**src/rtl/pipeline_stall_controller_pkg.sv**
```systemverilog
// ============================================================================
//  pipe_ctrl_pkg
//  Shared state encoding, control-bundle type and constants for the pipeline
//  stall controller.
//  Rev 1.0 - initial release
// ============================================================================
`default_nettype none

package pipe_ctrl_pkg;

    localparam int          CTRL_STATE_W = 2;
    localparam logic [31:0] NOP_INSTR    = 32'h0000_0013;

    typedef enum logic [CTRL_STATE_W-1:0] {
        ST_RUN      = 2'd0,
        ST_MD_WAIT  = 2'd1,
        ST_MEM_HOLD = 2'd2
    } ctrl_state_e;

    // Per-stage control bundle driven by the sequencer every cycle
    typedef struct packed {
        logic pc_we;
        logic if_id_we;
        logic id_ex_we;
        logic ex_ma_we;
        logic ma_wb_we;
        logic if_id_flush;
        logic id_ex_flush;
        logic ex_ma_bubble;
        logic muldiv_go;
    } ctrl_out_t;

    localparam ctrl_out_t CTRL_PASS   = '{pc_we: 1'b1, if_id_we: 1'b1, id_ex_we: 1'b1,
                                          ex_ma_we: 1'b1, ma_wb_we: 1'b1,
                                          if_id_flush: 1'b0, id_ex_flush: 1'b0,
                                          ex_ma_bubble: 1'b0, muldiv_go: 1'b0};
    localparam ctrl_out_t CTRL_FREEZE = '0;

    localparam int PERF_NUM   = 4;
    localparam int PERF_LOAD  = 0;
    localparam int PERF_MD    = 1;
    localparam int PERF_MEM   = 2;
    localparam int PERF_FLUSH = 3;

endpackage : pipe_ctrl_pkg

`default_nettype wire

```
**src/rtl/pipeline_stall_controller_if.sv**
```systemverilog
// ============================================================================
//  pipeline_stall_controller_if
//  Stall request inputs and per-stage enable/flush outputs of the controller.
//  Rev 1.0 - initial release
// ============================================================================
`default_nettype none

interface pipeline_stall_controller_if;

    logic load_use_stall;
    logic muldiv_start;
    logic muldiv_done;
    logic dmem_busy;
    logic branch_taken_ex;

    logic pc_we;
    logic if_id_we;
    logic id_ex_we;
    logic ex_ma_we;
    logic ma_wb_we;
    logic if_id_flush;
    logic id_ex_flush;
    logic ex_ma_bubble;
    logic muldiv_go;

    modport master (
        output load_use_stall, muldiv_start, muldiv_done, dmem_busy, branch_taken_ex,
        input  pc_we, if_id_we, id_ex_we, ex_ma_we, ma_wb_we,
        input  if_id_flush, id_ex_flush, ex_ma_bubble, muldiv_go
    );

    modport slave (
        input  load_use_stall, muldiv_start, muldiv_done, dmem_busy, branch_taken_ex,
        output pc_we, if_id_we, id_ex_we, ex_ma_we, ma_wb_we,
        output if_id_flush, id_ex_flush, ex_ma_bubble, muldiv_go
    );

endinterface : pipeline_stall_controller_if

`default_nettype wire

```
**src/rtl/pipeline_stall_controller_stall_perf_counters.sv**
```systemverilog
// ============================================================================
//  stall_perf_counters
//  Bank of saturating event counters, one increment strobe per counter.
//  Only built when STALL_PERF_CNT_EN is defined.
//  Rev 1.0 - initial release
// ============================================================================
`default_nettype none

`ifdef STALL_PERF_CNT_EN
module stall_perf_counters #(
    parameter int CNT_W = 32,
    parameter int NUM   = 4
) (
    input  logic                      clk,
    input  logic                      rst_n,
    input  logic [NUM-1:0]            i_inc,
    output logic [NUM-1:0][CNT_W-1:0] o_cnt
);

    for (genvar gi = 0; gi < NUM; gi++) begin : g_cnt
        logic [CNT_W-1:0] r_cnt;

        always_ff @(posedge clk) begin
            if (!rst_n) begin
                r_cnt <= '0;
            end else if (i_inc[gi] && (r_cnt != {CNT_W{1'b1}})) begin
                r_cnt <= r_cnt + 1'b1;
            end
        end

        assign o_cnt[gi] = r_cnt;
    end

endmodule : stall_perf_counters
`endif

`default_nettype wire

```
**src/rtl/pipeline_stall_controller.sv**
```systemverilog
// ============================================================================
//  pipeline_stall_controller
//  Priority-resolved enables/flushes/bubbles for the 5-stage RV32IM pipeline.
//  Optional perf counters: define STALL_PERF_CNT_EN.
//  Rev 1.0 - initial release
// ============================================================================
`default_nettype none

module pipeline_stall_controller
    import pipe_ctrl_pkg::*;
#(
    parameter int MD_TIMEOUT = 64,
    parameter int MD_CNT_W   = 7,
    parameter int PERF_CNT_W = 32
) (
    input  logic                        clk,
    input  logic                        rst_n,
    pipeline_stall_controller_if.slave  bus,
    output logic                        md_timeout_err,
    output logic [CTRL_STATE_W-1:0]     ctrl_state,
    output logic [PERF_CNT_W-1:0]       perf_load_stalls,
    output logic [PERF_CNT_W-1:0]       perf_md_stalls,
    output logic [PERF_CNT_W-1:0]       perf_mem_stalls,
    output logic [PERF_CNT_W-1:0]       perf_flushes
);

    ctrl_state_e         r_state;
    ctrl_state_e         w_state_nxt;
    ctrl_state_e         w_eff_state;
    logic                r_ret_md;
    logic                w_ret_md_nxt;
    logic [MD_CNT_W-1:0] r_md_cnt;
    logic [MD_CNT_W-1:0] w_md_cnt_nxt;
    logic                r_done_pend;
    logic                w_done_pend_nxt;
    logic                r_timeout_err;
    logic                w_timeout_err_nxt;
    logic                w_md_done;
    logic                w_md_expired;
    ctrl_out_t           w_ctrl;
    logic [PERF_NUM-1:0] w_perf_inc;

    // MEM_HOLD's first free cycle behaves exactly like the state it returns to
    always_comb begin
        w_eff_state = r_state;
        if (r_state == ST_MEM_HOLD) begin
            w_eff_state = r_ret_md ? ST_MD_WAIT : ST_RUN;
        end
    end

    assign w_md_done    = bus.muldiv_done | r_done_pend;
    assign w_md_expired = (r_md_cnt == MD_CNT_W'(MD_TIMEOUT));

    always_comb begin
        w_ctrl            = CTRL_PASS;
        w_state_nxt       = r_state;
        w_ret_md_nxt      = r_ret_md;
        w_md_cnt_nxt      = r_md_cnt;
        w_done_pend_nxt   = 1'b0;
        w_timeout_err_nxt = r_timeout_err;
        w_perf_inc        = '0;

        if (!rst_n) begin
            w_ctrl = CTRL_PASS;
        end else if (bus.dmem_busy) begin
            w_ctrl                 = CTRL_FREEZE;
            w_state_nxt            = ST_MEM_HOLD;
            w_ret_md_nxt           = (w_eff_state == ST_MD_WAIT);
            w_done_pend_nxt        = (w_eff_state == ST_MD_WAIT) & w_md_done;
            w_perf_inc[PERF_MEM]   = 1'b1;
        end else begin
            case (w_eff_state)
                ST_MD_WAIT: begin
                    w_perf_inc[PERF_MD] = 1'b1;
                    if (w_md_done || w_md_expired) begin
                        // Result (or abort) is captured into EX/MA this cycle
                        w_state_nxt  = ST_RUN;
                        w_md_cnt_nxt = '0;
                        if (!w_md_done) begin
                            w_timeout_err_nxt = 1'b1;
                        end
                    end else begin
                        w_ctrl.pc_we        = 1'b0;
                        w_ctrl.if_id_we     = 1'b0;
                        w_ctrl.id_ex_we     = 1'b0;
                        w_ctrl.ex_ma_bubble = 1'b1;
                        w_state_nxt         = ST_MD_WAIT;
                        w_md_cnt_nxt        = r_md_cnt + 1'b1;
                    end
                end
                default: begin
                    w_state_nxt = ST_RUN;
                    if (bus.muldiv_start) begin
                        w_ctrl.muldiv_go    = 1'b1;
                        w_ctrl.pc_we        = 1'b0;
                        w_ctrl.if_id_we     = 1'b0;
                        w_ctrl.id_ex_we     = 1'b0;
                        w_ctrl.ex_ma_bubble = 1'b1;
                        w_state_nxt         = ST_MD_WAIT;
                        w_md_cnt_nxt        = MD_CNT_W'(1);
                    end else if (bus.branch_taken_ex) begin
                        w_ctrl.if_id_flush     = 1'b1;
                        w_ctrl.id_ex_flush     = 1'b1;
                        w_perf_inc[PERF_FLUSH] = 1'b1;
                    end else if (bus.load_use_stall) begin
                        w_ctrl.pc_we          = 1'b0;
                        w_ctrl.if_id_we       = 1'b0;
                        w_ctrl.id_ex_flush    = 1'b1;
                        w_perf_inc[PERF_LOAD] = 1'b1;
                    end
                end
            endcase
        end
    end

    always_ff @(posedge clk) begin
        if (!rst_n) begin
            r_state       <= ST_RUN;
            r_ret_md      <= 1'b0;
            r_md_cnt      <= '0;
            r_done_pend   <= 1'b0;
            r_timeout_err <= 1'b0;
        end else begin
            r_state       <= w_state_nxt;
            r_ret_md      <= w_ret_md_nxt;
            r_md_cnt      <= w_md_cnt_nxt;
            r_done_pend   <= w_done_pend_nxt;
            r_timeout_err <= w_timeout_err_nxt;
        end
    end

    assign bus.pc_we        = w_ctrl.pc_we;
    assign bus.if_id_we     = w_ctrl.if_id_we;
    assign bus.id_ex_we     = w_ctrl.id_ex_we;
    assign bus.ex_ma_we     = w_ctrl.ex_ma_we;
    assign bus.ma_wb_we     = w_ctrl.ma_wb_we;
    assign bus.if_id_flush  = w_ctrl.if_id_flush;
    assign bus.id_ex_flush  = w_ctrl.id_ex_flush;
    assign bus.ex_ma_bubble = w_ctrl.ex_ma_bubble;
    assign bus.muldiv_go    = w_ctrl.muldiv_go;

    assign md_timeout_err = r_timeout_err;
    assign ctrl_state     = r_state;

`ifdef STALL_PERF_CNT_EN
    logic [PERF_NUM-1:0][PERF_CNT_W-1:0] w_perf_cnt;

    stall_perf_counters #(
        .CNT_W (PERF_CNT_W),
        .NUM   (PERF_NUM)
    ) u_perf (
        .clk   (clk),
        .rst_n (rst_n),
        .i_inc (w_perf_inc),
        .o_cnt (w_perf_cnt)
    );

    assign perf_load_stalls = w_perf_cnt[PERF_LOAD];
    assign perf_md_stalls   = w_perf_cnt[PERF_MD];
    assign perf_mem_stalls  = w_perf_cnt[PERF_MEM];
    assign perf_flushes     = w_perf_cnt[PERF_FLUSH];
`else
    logic w_unused_perf;
    assign w_unused_perf    = ^w_perf_inc;
    assign perf_load_stalls = '0;
    assign perf_md_stalls   = '0;
    assign perf_mem_stalls  = '0;
    assign perf_flushes     = '0;
`endif

endmodule : pipeline_stall_controller

`default_nettype wire

```
**src/flat_wrapper.sv**
```systemverilog
// flat-port wrapper written by rule: the top's interface ports become plain ports
module pipeline_stall_controller_flat import pipe_ctrl_pkg::*;
#(
    parameter int MD_TIMEOUT = 64,
    parameter int MD_CNT_W   = 7,
    parameter int PERF_CNT_W = 32
)
  (clk, rst_n, md_timeout_err, ctrl_state, perf_load_stalls, perf_md_stalls, perf_mem_stalls, perf_flushes, bus_load_use_stall, bus_muldiv_start, bus_muldiv_done, bus_dmem_busy, bus_branch_taken_ex, bus_pc_we, bus_if_id_we, bus_id_ex_we, bus_ex_ma_we, bus_ma_wb_we, bus_if_id_flush, bus_id_ex_flush, bus_ex_ma_bubble, bus_muldiv_go);
  pipeline_stall_controller_if bus_i ();
  input  logic clk;
  input  logic rst_n;
  output logic md_timeout_err;
  output logic [CTRL_STATE_W-1:0] ctrl_state;
  output logic [PERF_CNT_W-1:0] perf_load_stalls;
  output logic [PERF_CNT_W-1:0] perf_md_stalls;
  output logic [PERF_CNT_W-1:0] perf_mem_stalls;
  output logic [PERF_CNT_W-1:0] perf_flushes;
  input wire logic [$bits(bus_i.load_use_stall)-1:0] bus_load_use_stall;
  input wire logic [$bits(bus_i.muldiv_start)-1:0] bus_muldiv_start;
  input wire logic [$bits(bus_i.muldiv_done)-1:0] bus_muldiv_done;
  input wire logic [$bits(bus_i.dmem_busy)-1:0] bus_dmem_busy;
  input wire logic [$bits(bus_i.branch_taken_ex)-1:0] bus_branch_taken_ex;
  output wire logic [$bits(bus_i.pc_we)-1:0] bus_pc_we;
  output wire logic [$bits(bus_i.if_id_we)-1:0] bus_if_id_we;
  output wire logic [$bits(bus_i.id_ex_we)-1:0] bus_id_ex_we;
  output wire logic [$bits(bus_i.ex_ma_we)-1:0] bus_ex_ma_we;
  output wire logic [$bits(bus_i.ma_wb_we)-1:0] bus_ma_wb_we;
  output wire logic [$bits(bus_i.if_id_flush)-1:0] bus_if_id_flush;
  output wire logic [$bits(bus_i.id_ex_flush)-1:0] bus_id_ex_flush;
  output wire logic [$bits(bus_i.ex_ma_bubble)-1:0] bus_ex_ma_bubble;
  output wire logic [$bits(bus_i.muldiv_go)-1:0] bus_muldiv_go;
  assign bus_i.load_use_stall = bus_load_use_stall;
  assign bus_i.muldiv_start = bus_muldiv_start;
  assign bus_i.muldiv_done = bus_muldiv_done;
  assign bus_i.dmem_busy = bus_dmem_busy;
  assign bus_i.branch_taken_ex = bus_branch_taken_ex;
  assign bus_pc_we = bus_i.pc_we;
  assign bus_if_id_we = bus_i.if_id_we;
  assign bus_id_ex_we = bus_i.id_ex_we;
  assign bus_ex_ma_we = bus_i.ex_ma_we;
  assign bus_ma_wb_we = bus_i.ma_wb_we;
  assign bus_if_id_flush = bus_i.if_id_flush;
  assign bus_id_ex_flush = bus_i.id_ex_flush;
  assign bus_ex_ma_bubble = bus_i.ex_ma_bubble;
  assign bus_muldiv_go = bus_i.muldiv_go;
  pipeline_stall_controller #(.MD_TIMEOUT(MD_TIMEOUT), .MD_CNT_W(MD_CNT_W), .PERF_CNT_W(PERF_CNT_W)) u_core (.clk(clk), .rst_n(rst_n), .bus(bus_i), .md_timeout_err(md_timeout_err), .ctrl_state(ctrl_state), .perf_load_stalls(perf_load_stalls), .perf_md_stalls(perf_md_stalls), .perf_mem_stalls(perf_mem_stalls), .perf_flushes(perf_flushes));
endmodule
```
**config.mk**
```make
export PLATFORM = sky130hd
export DESIGN_NAME = pipeline_stall_controller_flat
export DESIGN_NICKNAME = d
export VERILOG_FILES = /design/src/rtl/pipeline_stall_controller_pkg.sv /design/src/rtl/pipeline_stall_controller_if.sv /design/src/rtl/pipeline_stall_controller_stall_perf_counters.sv /design/src/rtl/pipeline_stall_controller.sv /design/src/flat_wrapper.sv
export SDC_FILE = /design/constraint.sdc
export NUM_CORES = 1
export LEC_CHECK = 0
export ABC_AREA = 0
export BUFFER_PORTS_ARGS = -buffer_cell sky130_fd_sc_hd__buf_2
export CAP_MARGIN = 5
export CORE_MARGIN = 2
export CORE_UTILIZATION = 42
export CTS_BUF_LIST = sky130_fd_sc_hd__clkbuf_16
export DETAILED_ROUTE_END_ITERATION = 7
export PLACE_DENSITY = 0.87
export SYNTH_ARGS = -nofsm -noshare
export SYNTH_HDL_FRONTEND = slang
export SYNTH_SLANG_ARGS = --single-unit
```
**constraint.sdc**
```tcl
create_clock -name clk -period 4.2 [get_ports clk]
set_input_delay 0.21 -clock clk [delete_from_list [all_inputs] [get_ports clk]]
set_output_delay 0.21 -clock clk [all_outputs]
set_load 0.005 [all_outputs]
```
Word-level counts from Yosys, hierarchy flattened
Index checks and enable logic that the tools add are counted.

Add/subtract/negate cells: 1. Eq/ne operators: 3. Muxes and demuxes: 28. Bitwise gates (word level): 5. Reductions and logical operators: 6.

Operators by type and width (count): $mux 7 (3); $mux 2 (10); $mux 1 (10); $mux 3 (3); $mux 9 (1); $add 7x1->7 const B (1); $eq 7x7->1 const B (1); $mux 4 (1); $reduce_and 2->1 (2); $reduce_and 4->1 (1); $not 1->1 (3); $eq 2x1->1 const B (1); $eq 2x2->1 const B (1); $reduce_bool 2->1 (1); $reduce_or 2->1 (1); $and 1x1->1 (1); $logic_or 1x1->1 (1); $or 1x1->1 (1).

Bits in registers: 12. Input port bits: 7. Output and inout port bits: 140. Logic and storage cells: 49.

Longest topological paths before layout
Depth in word-level cells: 6. Depth in mapped cells: 7. Depth with buffers taken out: 6.

Worst setup path after synthesis
Ideal clock, no wire load.

Kind: flip-flop to output port. Start: reg u_core.r_md_cnt[2]. End: out bus_pc_we. Arrival: 1.413 ns. Required time: 3.990 ns. Setup slack: 2.577 ns. Cell stages (with the launch flop): 6. Buffers on the path: 1. Cells stage by stage: dfxtp_1 -> or2_4 -> o41ai_4 -> a22oi_1 -> o21ai_1 -> buf_4.

Cells in the longest elaborated chain, start to end: 6.

RTL lines: start, declared (line pipeline_stall_controller.sv:32) `logic [MD_CNT_W-1:0] r_md_cnt;`; start signal, assigned (line pipeline_stall_controller.sv:126) `r_md_cnt <= w_md_cnt_nxt;`; $eq 7x7->1 (line pipeline_stall_controller.sv:52) `assign w_md_expired = (r_md_cnt == MD_CNT_W'(MD_TIMEOUT));`; $logic_or 1x1->1 (line pipeline_stall_controller.sv:75) `if (w_md_done || w_md_expired) begin`; $mux 3 (line pipeline_stall_controller.sv:75); $mux 3 (line pipeline_stall_controller.sv:72) `case (w_eff_state)`; $mux 3 (line pipeline_stall_controller.sv:65) `end else if (bus.dmem_busy) begin`; $mux 9 (line pipeline_stall_controller.sv:63) `if (!rst_n) begin`; end, declared (line flat_wrapper.sv:23) `output wire logic [$bits(bus_i.pc_we)-1:0] bus_pc_we;`.

No other way between the ends.

Worst setup path in the final report
Same ends and word-level chain as after synthesis.

==> flow_summary.html <==
<table>
<tr><th>Metric</th><th>Value</th></tr>
<tr><th colspan="2">Outcome</th></tr>
<tr><td>Result of the run</td><td>finished, final reports clean</td></tr>
<tr><th colspan="2">Synthesis</th></tr>
<tr><td>Count leader, synth</td><td>buf_4</td></tr>
<tr><td>Largest cells by area after synthesis</td><td>buf_4 57%, dfxtp_1 14%, nand2_1 2.4%</td></tr>
<tr><td>Count of yosys warnings during synthesis</td><td>0</td></tr>
<tr><td>Main flop type after synthesis</td><td>dfxtp_1</td></tr>
<tr><td>Post-synth top cells</td><td>130 x buf_4, 12 x dfxtp_1, 11 x nand2_1</td></tr>
<tr><td>Post-synth EDFFs</td><td>0</td></tr>
<tr><td>Yosys top cell area share</td><td>0.571</td></tr>
<tr><td>Summed instance area of the synthesized netlist</td><td>1710 sq um</td></tr>
<tr><td>Distinct cell type count of the synthesized netlist</td><td>34</td></tr>
<tr><td>Cells after Synth</td><td>220</td></tr>
<tr><td>Sequential area share after synthesis</td><td>0.141</td></tr>
<tr><td>Most area-hungry cell type in the Yosys netlist</td><td>buf_4</td></tr>
<tr><td>Synthesized flop and latch total</td><td>12</td></tr>
<tr><td>Post-synthesis async set-or-reset flop share</td><td>0</td></tr>
<tr><td>Syn_area_per_cell</td><td>approximately 7.8 sq um</td></tr>
<tr><th colspan="2">Timing</th></tr>
<tr><td>Period minus WS final</td><td>1.90 ns</td></tr>
<tr><td>Transition at the pin with the smallest max-transition slack</td><td>0.584 ns</td></tr>
<tr><td>Post-Route Skew</td><td>0.00107 ns</td></tr>
<tr><td>Finish-stage setup viols</td><td>0</td></tr>
<tr><td>Setup Total Neg Slack</td><td>0 ns</td></tr>
<tr><td>Unrepaired setup endpoints after global routing</td><td>no</td></tr>
<tr><td>Final worst hold slack</td><td>0.278 ns</td></tr>
<tr><td>Final Hold Fails</td><td>0</td></tr>
<tr><td>Slew headroom</td><td>0.609</td></tr>
<tr><td>Period Utilization, post-route</td><td>0.451</td></tr>
<tr><td>Max-slew violations</td><td>0</td></tr>
<tr><td>Max Clock Freq</td><td>0.527 GHz</td></tr>
<tr><th colspan="2">Worst setup path</th></tr>
<tr><td>CP Data Arrival Time</td><td>1.69 ns</td></tr>
<tr><td>R2R setup slack</td><td>2.68 ns</td></tr>
<tr><td>Worst Setup Path Type</td><td>flop to output port</td></tr>
<tr><td>Worst r2r dst</td><td>u_core.r_md_cnt[1]</td></tr>
<tr><td>Critical path required time</td><td>approximately 4.0 ns</td></tr>
<tr><td>R2r worst-path depth</td><td>4</td></tr>
<tr><td>Origin of the critical flop-to-flop path</td><td>u_core.r_md_cnt[2]</td></tr>
<tr><td>Crit. End Element</td><td>output port</td></tr>
<tr><td>Nature of the critical path startpoint</td><td>flop</td></tr>
<tr><td>Worst-path maximum fanout</td><td>6</td></tr>
<tr><th colspan="2">Clocking</th></tr>
<tr><td>TritonCTS buffer count</td><td>3</td></tr>
<tr><td>CTS sink count</td><td>12</td></tr>
<tr><td>Maximum level of the CTS H-tree</td><td>1</td></tr>
<tr><td>Count of hold-fix buffers inserted at cts</td><td>0</td></tr>
<tr><td>Maximum buffer depth of the clock tree</td><td>2</td></tr>
<tr><td>Clock latency of the later-clocked register in the worst-skew pair</td><td>0.24 ns</td></tr>
<tr><td>Clock tree from TritonCTS</td><td>yes</td></tr>
<tr><td>CTS clock-pin slew for the worst setup and hold paths</td><td>0.04 ns</td></tr>
<tr><td>Number of setup buffers added after CTS</td><td>0</td></tr>
<tr><td>Clock Root Buffer</td><td>clkbuf_16</td></tr>
<tr><td>Post-cts sizing count</td><td>0</td></tr>
<tr><th colspan="2">Placed design</th></tr>
<tr><td>Detail Placement HPWL</td><td>1.98 mm</td></tr>
<tr><td>Post-detailed-placement cell area</td><td>1350 sq um</td></tr>
<tr><td>Count of input and output buffers</td><td>18</td></tr>
<tr><td>Placer congestion estimate</td><td>0.800</td></tr>
<tr><th colspan="2">Hold path</th></tr>
<tr><td>Startpoint of the worst hold path</td><td>rst_n</td></tr>
<tr><td>Worst hold path stage count</td><td>2</td></tr>
<tr><td>Hold/Removal Path Class</td><td>input port to flop</td></tr>
<tr><td>Hold worst-path end</td><td>u_core.r_md_cnt[0]</td></tr>
<tr><th colspan="2">GRT</th></tr>
<tr><td>Global Route Usage Sum</td><td>0.0969</td></tr>
<tr><td>Maximum number of pins on one net before global-route repair</td><td>11</td></tr>
<tr><td>Sum of overflow across all layers after global routing</td><td>0</td></tr>
<tr><td>Via count of the first global-routing pass</td><td>753</td></tr>
<tr><td>First-pass GRT wire length</td><td>3.23 mm</td></tr>
<tr><td>Antenna violations before repair</td><td>0</td></tr>
<tr><th colspan="2">Drt</th></tr>
<tr><td>Routed via count divided by cell count</td><td>3.81</td></tr>
<tr><td>Number of vias after detailed routing</td><td>1093</td></tr>
<tr><td>Detailed-route wire length per cell</td><td>8.76 um</td></tr>
<tr><td>Length of the first detailed-routing pass in iterations</td><td>4</td></tr>
<tr><td>Antenna viol nets, final</td><td>0</td></tr>
<tr><td>Routed Wire Length</td><td>2.51 mm</td></tr>
<tr><td>Violation count after the first detailed-route iteration</td><td>25</td></tr>
<tr><td># DRC</td><td>0</td></tr>
<tr><th colspan="2">Power and ir drop</th></tr>
<tr><td>Maximum resistive drop on vdd</td><td>0.117 mV</td></tr>
<tr><td>Total power density per cell area</td><td>254 nW/um^2</td></tr>
<tr><td>Leakage power of the design</td><td>0.775 nW</td></tr>
<tr><th colspan="2">Floorplan</th></tr>
<tr><td>Width of the chip</td><td>67.8 um</td></tr>
<tr><td>Vertical die dimension</td><td>~68 um</td></tr>
<tr><td>Number of top-level pins</td><td>147</td></tr>
<tr><td>Num rows</td><td>23</td></tr>
<tr><td>DIE AREA</td><td>4590 sq um</td></tr>
<tr><td>Initial Util</td><td>0.433</td></tr>
<tr><td>Core Footprint</td><td>around 3900 sq um</td></tr>
<tr><th colspan="2">Finish</th></tr>
<tr><td>Layout overhead on the synthesized area</td><td>-16.1%</td></tr>
<tr><td>Antenna diodes</td><td>0</td></tr>
<tr><td>Fraction of final layout cells with drive strength greater than 1</td><td>0.114</td></tr>
<tr><td>Final instance area</td><td>1430 sq um</td></tr>
<tr><td>Net total in the final layout</td><td>between 200 and 250</td></tr>
<tr><th colspan="2">Flow run</th></tr>
<tr><td>MaxCap Viol Count</td><td>0</td></tr>
</table>
## per-layer routing
layer  global-route usage  wire [um]  part of all wire  vias up
met5                    0          0                 0        -
met4               0.0525         56             0.022        0
met3               0.0350        351              0.14        6
met2                0.175       1260              0.50       93
met1               0.0955        841              0.33      491
li1                     -          -                 -      503
## final cells by class
type,instances,area (sq um)
fill,410,2510
multi-input combinational,198,942
sequential,12,240
timing repair buffer,18,90.1
clock buffer,3,75.1
tap,50,62.6
inverter,5,18.8
clock inverter,1,3.75
## power by group
group	total [mW]	internal [mW]	switching, mW
combinational	0.0674	0.0155	0.0519
sequential	0.120	0.117	0.00259
clock	0.176	0.125	0.0508
## cells in the final DEF (no fill, tap or decap), types with 3 or more instances in the layout
| master | netlist | final |
|---|---|---|
| o21ai_1 | 3 | 3 |
| a31oi_1 | 5 | 5 |
| clkbuf_16 | 0 | 3 |
| conb_1 | 1 | 128 |
| inv_1 | 4 | 4 |
| nor2_1 | 9 | 9 |
| nand2_1 | 11 | 11 |
| buf_2 | 0 | 18 |
| nor3_1 | 3 | 3 |
| nand3_1 | 6 | 6 |
| nor4_1 | 4 | 4 |
| a211oi_1 | 3 | 3 |
| dfxtp_1 | 12 | 12 |
## kinds of logic after synthesis
logic type / Yosys count / share of synthesized area
compound gates: 23 / 0.119
fa+ha+maj: 2 / 0.0146
buf+inv: 137 / 0.587
flops: 12 / 0.141
other cells: 1 / 0.00220
simple gates: 45 / 0.137
## critical path, stage by stage, from the launching register on
cell and delay (ns):
dfxtp_1 0.35, or2_4 0.29, o41ai_4 0.38, a22oi_1 0.15, o21ai_1 0.15, buf_2 0.13
## how the worst max path moves through the flow
stage / from / to / slack, ns / depth (start not counted)
2_1_floorplan: u_core.r_md_cnt[2] / bus_pc_we / 2.58 / 5
3_3_place_gp: u_core.r_md_cnt[2] / bus_pc_we / 2.57 / 5
3_5_place_dp: u_core.r_md_cnt[2] / bus_pc_we / 2.57 / 5
4_1_cts: u_core.r_md_cnt[3] / bus_pc_we / 2.30 / 5
5_1_grt: u_core.r_md_cnt[0] / bus_if_id_we / 2.11 / 7
6_report: u_core.r_md_cnt[2] / bus_pc_we / 2.30 / 5
## state kept, by name, summed over array words and instances (netlist names)
register	count
u_core.ctrl_state	2
u_core.r_ret_md	1
u_core.r_done_pend	1
u_core.md_timeout_err	1
u_core.r_md_cnt	7
## through the flow
step | total power, mW | util | std cells | worst slack (ns)
floorplan | 0.258 | - | 347 | 2.58
CTS | 0.361 | 0.363 | 287 | 2.30
global placement | 0.184 | 0.343 | 283 | 2.57
global route | 0.384 | 0.363 | 287 | 2.11
detailed placement | 0.185 | 0.343 | 283 | 2.57
finish | 0.363 | 0.363 | 287 | 2.30
Power figures use the tool's default switching activity.
